[src/rtl/io_pkg.sv]
// Shared I/O address map for the multicycle RISC-V system.
// Each I/O register is selected by one address bit inside the window that
// has IO_BASE_bit set. The top-level read mux and io_input_port both use
// these constants, so the decode cannot drift between them.
package io_pkg;

    localparam int IO_LEDS_bit = 2;
    localparam int IO_HEX_bit  = 3;
    localparam int IO_KEY_bit  = 4;
    localparam int IO_SW_bit   = 5;
    localparam int IO_EDGE_bit = 6;
    localparam int IO_MASK_bit = 7;
    localparam int IO_BASE_bit = 8;

    // Register chosen for a read, after priority resolution.
    typedef enum logic [2:0] {
        RD_NONE = 3'd0,
        RD_KEY  = 3'd1,
        RD_SW   = 3'd2,
        RD_EDGE = 3'd3,
        RD_MASK = 3'd4
    } rd_sel_e;

    // Read decode. When several select bits are set, KEY > SW > EDGE > MASK.
    function automatic rd_sel_e decode_read(input logic [31:0] addr);
        rd_sel_e sel;
        if (!addr[IO_BASE_bit]) begin
            sel = RD_NONE;
        end else if (addr[IO_KEY_bit]) begin
            sel = RD_KEY;
        end else if (addr[IO_SW_bit]) begin
            sel = RD_SW;
        end else if (addr[IO_EDGE_bit]) begin
            sel = RD_EDGE;
        end else if (addr[IO_MASK_bit]) begin
            sel = RD_MASK;
        end else begin
            sel = RD_NONE;
        end
        return sel;
    endfunction

endpackage

[src/rtl/io_input_port_if.sv]
// CPU-side bus of the I/O input responder.
//   master: CPU (drives addr/memwrite/writedata, receives readdata/hit/irq)
//   slave : io_input_port
interface io_input_port_if;

    logic [31:0] addr;
    logic        memwrite;
    logic [31:0] writedata;
    logic [31:0] readdata;
    logic        hit;
    logic        irq;

    modport master (
        output addr, memwrite, writedata,
        input  readdata, hit, irq
    );

    modport slave (
        input  addr, memwrite, writedata,
        output readdata, hit, irq
    );

endinterface

[src/rtl/io_input_port_debounce.sv]
// One-bit synchronizer + debouncer.
//   clk, reset_n : system clock, async active-low reset
//   pin          : raw asynchronous input
//   level        : accepted (debounced) level
//   flip         : high in the cycle whose closing edge flips 'level'
// RESET_VAL is the idle level of the pin; both synchronizer flops and the
// accepted state start there, so an idle pin causes no event after reset.
module io_input_port_debounce #(
    parameter int   DEBOUNCE_CYCLES = 4,
    parameter logic RESET_VAL       = 1'b0
) (
    input  logic clk,
    input  logic reset_n,
    input  logic pin,
    output logic level,
    output logic flip
);

    localparam int             CW       = $clog2(DEBOUNCE_CYCLES) + 1;
    localparam logic [CW-1:0]  CNT_LAST = CW'(DEBOUNCE_CYCLES - 1);

    logic          sync1_r;
    logic          sync2_r;
    logic          state_r;
    logic [CW-1:0] cnt_r;

    // Two-flop synchronizer for the asynchronous pin.
    always_ff @(posedge clk or negedge reset_n) begin
        if (!reset_n) begin
            sync1_r <= RESET_VAL;
            sync2_r <= RESET_VAL;
        end else begin
            sync1_r <= pin;
            sync2_r <= sync1_r;
        end
    end

    // Stability counter and accepted state; any return to the accepted
    // level restarts the count, so short glitches never flip the state.
    always_ff @(posedge clk or negedge reset_n) begin
        if (!reset_n) begin
            state_r <= RESET_VAL;
            cnt_r   <= {CW{1'b0}};
        end else if (sync2_r == state_r) begin
            cnt_r   <= {CW{1'b0}};
        end else if (cnt_r == CNT_LAST) begin
            state_r <= ~state_r;
            cnt_r   <= {CW{1'b0}};
        end else begin
            cnt_r   <= cnt_r + CW'(1);
        end
    end

    assign flip  = (sync2_r != state_r) && (cnt_r == CNT_LAST);
    assign level = state_r;

endmodule

[src/rtl/io_input_port.sv]
// Memory-mapped input responder for push-buttons and slide switches.
//   clk, reset_n : system clock, async active-low reset
//   key_pin      : raw buttons, active-low (pressed = 0)
//   sw_pin       : raw slide switches
//   bus          : CPU load/store bus (slave side): addr, memwrite,
//                  writedata in; readdata, hit, irq out
// Registers (in the addr[8] window): KEY 0x110 (ro), SW 0x120 (ro),
// EDGE 0x140 (sticky press events, write-1-to-clear), MASK 0x180 (rw).
// irq = |(EDGE & MASK). Reads are combinational from addr.
module io_input_port
    import io_pkg::*;
#(
    parameter int N_KEYS          = 4,
    parameter int N_SW            = 10,
    parameter int DEBOUNCE_CYCLES = 4
) (
    input  logic              clk,
    input  logic              reset_n,
    input  logic [N_KEYS-1:0] key_pin,
    input  logic [N_SW-1:0]   sw_pin,
    io_input_port_if.slave    bus
);

    logic [N_KEYS-1:0] key_level_s;      // debounced pin level (1 = idle)
    logic [N_KEYS-1:0] key_flip_s;
    logic [N_KEYS-1:0] key_pressed_s;
    logic [N_KEYS-1:0] key_press_s;      // accepted 1->0 pin transition
    logic [N_SW-1:0]   sw_level_s;
    logic [N_SW-1:0]   sw_flip_unused_s; // switches raise no events
    logic [N_KEYS-1:0] edge_r;
    logic [N_KEYS-1:0] mask_r;
    logic [N_KEYS-1:0] edge_clr_s;
    logic              mask_we_s;
    logic [31:0]       readdata_s;
    rd_sel_e           rd_sel_s;
    logic [31:0]       addr_unused_s;    // only a few address bits decode
    logic [31:0]       wdata_unused_s;   // only the low N_KEYS bits are stored

    assign addr_unused_s  = bus.addr;
    assign wdata_unused_s = bus.writedata;

    for (genvar i = 0; i < N_KEYS; i++) begin : g_key
        io_input_port_debounce #(
            .DEBOUNCE_CYCLES (DEBOUNCE_CYCLES),
            .RESET_VAL       (1'b1)
        ) u_db (
            .clk     (clk),
            .reset_n (reset_n),
            .pin     (key_pin[i]),
            .level   (key_level_s[i]),
            .flip    (key_flip_s[i])
        );
    end

    for (genvar i = 0; i < N_SW; i++) begin : g_sw
        io_input_port_debounce #(
            .DEBOUNCE_CYCLES (DEBOUNCE_CYCLES),
            .RESET_VAL       (1'b0)
        ) u_db (
            .clk     (clk),
            .reset_n (reset_n),
            .pin     (sw_pin[i]),
            .level   (sw_level_s[i]),
            .flip    (sw_flip_unused_s[i])
        );
    end

    assign key_pressed_s = ~key_level_s;
    // A flip while the level is still idle-high is a press being accepted,
    // so EDGE sets on the same edge as the KEY bit rises.
    assign key_press_s   = key_flip_s & key_level_s;

    // Store decode for EDGE clear and MASK write.
    always_comb begin
        if (bus.memwrite && bus.addr[IO_BASE_bit] && bus.addr[IO_EDGE_bit]) begin
            edge_clr_s = bus.writedata[N_KEYS-1:0];
        end else begin
            edge_clr_s = {N_KEYS{1'b0}};
        end
        if (bus.memwrite && bus.addr[IO_BASE_bit] && bus.addr[IO_MASK_bit]) begin
            mask_we_s = 1'b1;
        end else begin
            mask_we_s = 1'b0;
        end
    end

    // Sticky press events; a new press beats a simultaneous clear.
    always_ff @(posedge clk or negedge reset_n) begin
        if (!reset_n) begin
            edge_r <= {N_KEYS{1'b0}};
        end else begin
            edge_r <= (edge_r & ~edge_clr_s) | key_press_s;
        end
    end

    // Interrupt mask register.
    always_ff @(posedge clk or negedge reset_n) begin
        if (!reset_n) begin
            mask_r <= {N_KEYS{1'b0}};
        end else if (mask_we_s) begin
            mask_r <= bus.writedata[N_KEYS-1:0];
        end else begin
            mask_r <= mask_r;
        end
    end

    // Combinational read mux; the CPU samples readdata in the same cycle.
    always_comb begin
        rd_sel_s = decode_read(bus.addr);
        case (rd_sel_s)
            RD_KEY:  readdata_s = 32'(key_pressed_s);
            RD_SW:   readdata_s = 32'(sw_level_s);
            RD_EDGE: readdata_s = 32'(edge_r);
            RD_MASK: readdata_s = 32'(mask_r);
            default: readdata_s = 32'h0000_0000;
        endcase
    end

    assign bus.readdata = readdata_s;
    assign bus.hit      = bus.addr[IO_BASE_bit] &
                          (bus.addr[IO_KEY_bit] | bus.addr[IO_SW_bit] |
                           bus.addr[IO_EDGE_bit] | bus.addr[IO_MASK_bit]);
    assign bus.irq      = |(edge_r & mask_r);

endmodule

[src/flat_wrapper.sv]
// flat-port wrapper written by rule: the top's interface ports become plain ports
module io_input_port_flat import io_pkg::*;
#(
    parameter int N_KEYS          = 4,
    parameter int N_SW            = 10,
    parameter int DEBOUNCE_CYCLES = 4
)
  (clk, reset_n, key_pin, sw_pin, bus_addr, bus_memwrite, bus_writedata, bus_readdata, bus_hit, bus_irq);
  io_input_port_if bus_i ();
  input  logic clk;
  input  logic reset_n;
  input  logic [N_KEYS-1:0] key_pin;
  input  logic [N_SW-1:0] sw_pin;
  input wire logic [$bits(bus_i.addr)-1:0] bus_addr;
  input wire logic [$bits(bus_i.memwrite)-1:0] bus_memwrite;
  input wire logic [$bits(bus_i.writedata)-1:0] bus_writedata;
  output wire logic [$bits(bus_i.readdata)-1:0] bus_readdata;
  output wire logic [$bits(bus_i.hit)-1:0] bus_hit;
  output wire logic [$bits(bus_i.irq)-1:0] bus_irq;
  assign bus_i.addr = bus_addr;
  assign bus_i.memwrite = bus_memwrite;
  assign bus_i.writedata = bus_writedata;
  assign bus_readdata = bus_i.readdata;
  assign bus_hit = bus_i.hit;
  assign bus_irq = bus_i.irq;
  io_input_port #(.N_KEYS(N_KEYS), .N_SW(N_SW), .DEBOUNCE_CYCLES(DEBOUNCE_CYCLES)) u_core (.clk(clk), .reset_n(reset_n), .key_pin(key_pin), .sw_pin(sw_pin), .bus(bus_i));
endmodule
[config.mk]
export PLATFORM = sky130hd
export DESIGN_NAME = io_input_port_flat
export DESIGN_NICKNAME = d
export VERILOG_FILES = /design/src/rtl/io_pkg.sv /design/src/rtl/io_input_port_if.sv /design/src/rtl/io_input_port_debounce.sv /design/src/rtl/io_input_port.sv /design/src/flat_wrapper.sv
export SDC_FILE = /design/constraint.sdc
export NUM_CORES = 1
export LEC_CHECK = 0
export CORE_MARGIN = 2
export CORE_UTILIZATION = 42
export CTS_CLUSTER_DIAMETER = 40
export CTS_CLUSTER_SIZE = 30
export DETAILED_ROUTE_END_ITERATION = 12
export PLACE_DENSITY = 0.76
export SLEW_MARGIN = 20
export SYNTH_ARGS = -nofsm -noshare
export SYNTH_HDL_FRONTEND = slang
export SYNTH_SLANG_ARGS = --single-unit
[constraint.sdc]
create_clock -name clk -period 1.2 [get_ports clk]
set_input_delay 0.24 -clock clk [delete_from_list [all_inputs] [get_ports clk]]
set_output_delay 0.24 -clock clk [all_outputs]
set_load 0.005 [all_outputs]
==> metrics.cfg <==
[clock_tree]
htreeDepth=3
clk-insertion-delay-late_ns=0.35
root_buffer=clkbuf_8
clk_pin_slew_worst_paths_ns=0.10
cts_tree=built
clk_path_buf_depth=2
cts_sinks=92
numCtsBuffers=9

[drt]
ant_nets=0
wirelength_mm=6.81
drt-pass1-iter-count=4
post-route-drc-count=0
first_iter_violations=92
num_vias=2281
vias_per_cell=4.84
post_drt_wl_per_cell_um=14.5

[pwr]
ir_drop_mv=0.897
powerDensity_nw_per_um2=1980
p_leak_nw=2.25
power.total_mw=9.71

[floorplanning]
ios=115
dieWidth_um=98
num_rows=34
die_y_um=98
start_util=0.430
core_area_um2=8640
die_area_um2=9600

[timing]
period_needed_ns=1.48
skew_ns=0.0133
rsz0062_at_grt=yes
drv_slew=0
hold_slack_ns=0.229
fin_ws_ns=-0.279
maxClockFrequency_ghz=0.676
setup_viol=12
period_share=1.23
finalHoldViolations=0

[place]
post_dp_cell_area_um2=4320
gp_congestion=0.783
io_buffers=37
hpwl_mm=4.37

[job]
maxCapViolations=0

[synth]
synthCells=265
syn_area_um2=3710
yosysWarnings=0
synth_edf_count=0
synth_area_leaders=dfrtp_1 54%, dfstp_2 8.5%, nor3b_1 5.1%
yosysTopAreaCellShare=0.539
syn_avg_cell_area_um2=14.0
ys.flop_type=dfrtp_1
synth_cell_types=28
yosysTopAreaCell=dfrtp_1
yosys_register_bits=92
synth_async_sr_flop_share=1.00
ys_seq_area_frac=0.624

[setup_path]
slowest_delay_ns=0.41
worstSetupStartpointType=flip-flop
crit_type=flip-flop to primary output
crit_chain=nand4bb_1 -> a31oi_2 -> buf_2
crit_path_end_kind=primary output
cpMaxStageDelayCell=dfrtp_1
arrival_ns=1.24
cp_data_required_time_ns=0.96
critPathMaxFanout=3
crit_family=flip-flops
worst-path-buf-inv=1

[finish]
fin_nets=453
drive_above_1_share=0.397
syn_to_final_growth_pct=31.9
insertedDiodeCount=0
final_cell_area_um2=4890
final_common_cell=dfrtp_1
final_cell_mix=80 x dfrtp_1, 43 x buf_4, 23 x nor3b_1
fin_util=0.567

[global_route]
antenna_found_initial=0
grt_max_degree=72
grt_util_all_layers=0.140
grt_pass1_wl_mm=10.8
first_global_vias=2275
grt_overflow_total=0

[hold_path]
hp-class=input pin to async pin

[status]
violations=setup timing
status=finished, violations left

==> worst register-to-register path: cells and delay by family, from the launching register on <==
family	cells	cell delay (ns)
flops	1	0.42
fa+ha+maj	1	0.20
buf+inv	2	0.25
simple gates	1	0.23
==> layout make-up <==
| type | instances | area [um2] |
|---|---|---|
| fill | 674 | 3740 |
| sequential | 92 | 2320 |
| multi-input combinational | 164 | 1400 |
| timing repair buffer | 87 | 779 |
| tap | 108 | 135 |
| clock inverter | 7 | 128 |
| clock buffer | 9 | 124 |
| inverter | 4 | 15.0 |
==> metrics by stage <==
stage                     cells  setup TNS, ns  setup WS (ns)
after floorplan             286              0         0.0634
after global placement      433         -12.66         -0.918
after detailed placement    433         -13.66         -0.975
after CTS                   459          -2.00         -0.332
after global routing        471          -2.39         -0.346
final                       471          -1.66         -0.279
==> timing repair <==
item | in CTS | in global routing
gates resized for setup | 93 | 34
hold buffers | 1 | 0
pin swaps | 9 | 9
setup buffers | 9 | 11
endpoints found under the hold margin | 80 | 0
cloned | 0 | 1
setup endpoints to repair | 22 | 31
==> worst paths after layout <==
path | from | end | slack (ns) | depth (start not counted)
setup reg to reg | u_core.g_sw[0].u_db.cnt_r[0] | u_core.g_sw[0].u_db.cnt_r[2] | 0.02 | 4
setup / recovery | u_core.mask_r[1] | bus_readdata[1] | -0.28 | 3
min in group clk | key_pin[1] | u_core.g_key[1].u_db.sync1_r | 0.29 | 1
max in group asynchronous | reset_n | u_core.g_key[2].u_db.sync1_r | 0.37 | 3
hold / removal | reset_n | u_core.g_sw[6].u_db.sync2_r | 0.23 | 2
hold reg to reg | u_core.g_sw[7].u_db.sync1_r | u_core.g_sw[7].u_db.sync2_r | 0.34 | 0
==> logic make-up (layout without fill, tap and decap cells) <==
family / after synthesis / in the layout / synth area share
DFF: 92 / 92 / 0.624
and+or+nand+nor: 77 / 77 / 0.142
buffers and inverters: 30 / 107 / 0.0570
AOI/OAI and AO/OA: 19 / 19 / 0.0408
muxes: 18 / 18 / 0.0546
adders and majority gates: 14 / 14 / 0.0472
xor gates and xnor gates: 14 / 14 / 0.0330
other: 1 / 22 / 0.00101
==> power breakdown <==
part / leakage (nW) / internal (mW) / switching (mW)
registers: 1.14 / 3.90 / 0.424
clock network: 0.127 / 1.42 / 1.11
logic: 0.984 / 1.73 / 1.12
total: 2.25 / 7.05 / 2.66
==> registers in the layout, summed over array words and instances (netlist names) <==
signal	count
u_core.g_key.u_db.sync2_r	4
u_core.g_key.u_db.level	4
u_core.g_sw.u_db.cnt_r	30
u_core.edge_r	4
u_core.g_sw.u_db.sync1_r	10
u_core.mask_r	4
u_core.g_key.u_db.cnt_r	12
u_core.g_sw.u_db.level	10
u_core.g_sw.u_db.sync2_r	10
u_core.g_key.u_db.sync1_r	4
==> metal layers <==
layer,global-route usage,wire length (um)
met1,0.175,2790
met2,0.249,3800
met3,0.0265,175
met4,0.0417,44
met5,0,0
==> cells in the mapped netlist (4+ instances only) <==
master	n
a21oi_1	4
buf_4	24
a31oi_1	4
mux2_2	14
nor3b_1	25
and2_1	6
nand4bb_1	4
nand3b_1	4
mux2_1	4
nor2b_1	15
nor3_1	14
dfrtp_1	80
dfstp_2	12
ha_1	14
inv_1	4
nand4_1	4
a21bo_2	4
a32o_1	4
xnor2_1	14
Note: power is estimated with default switching activity, not from simulation.
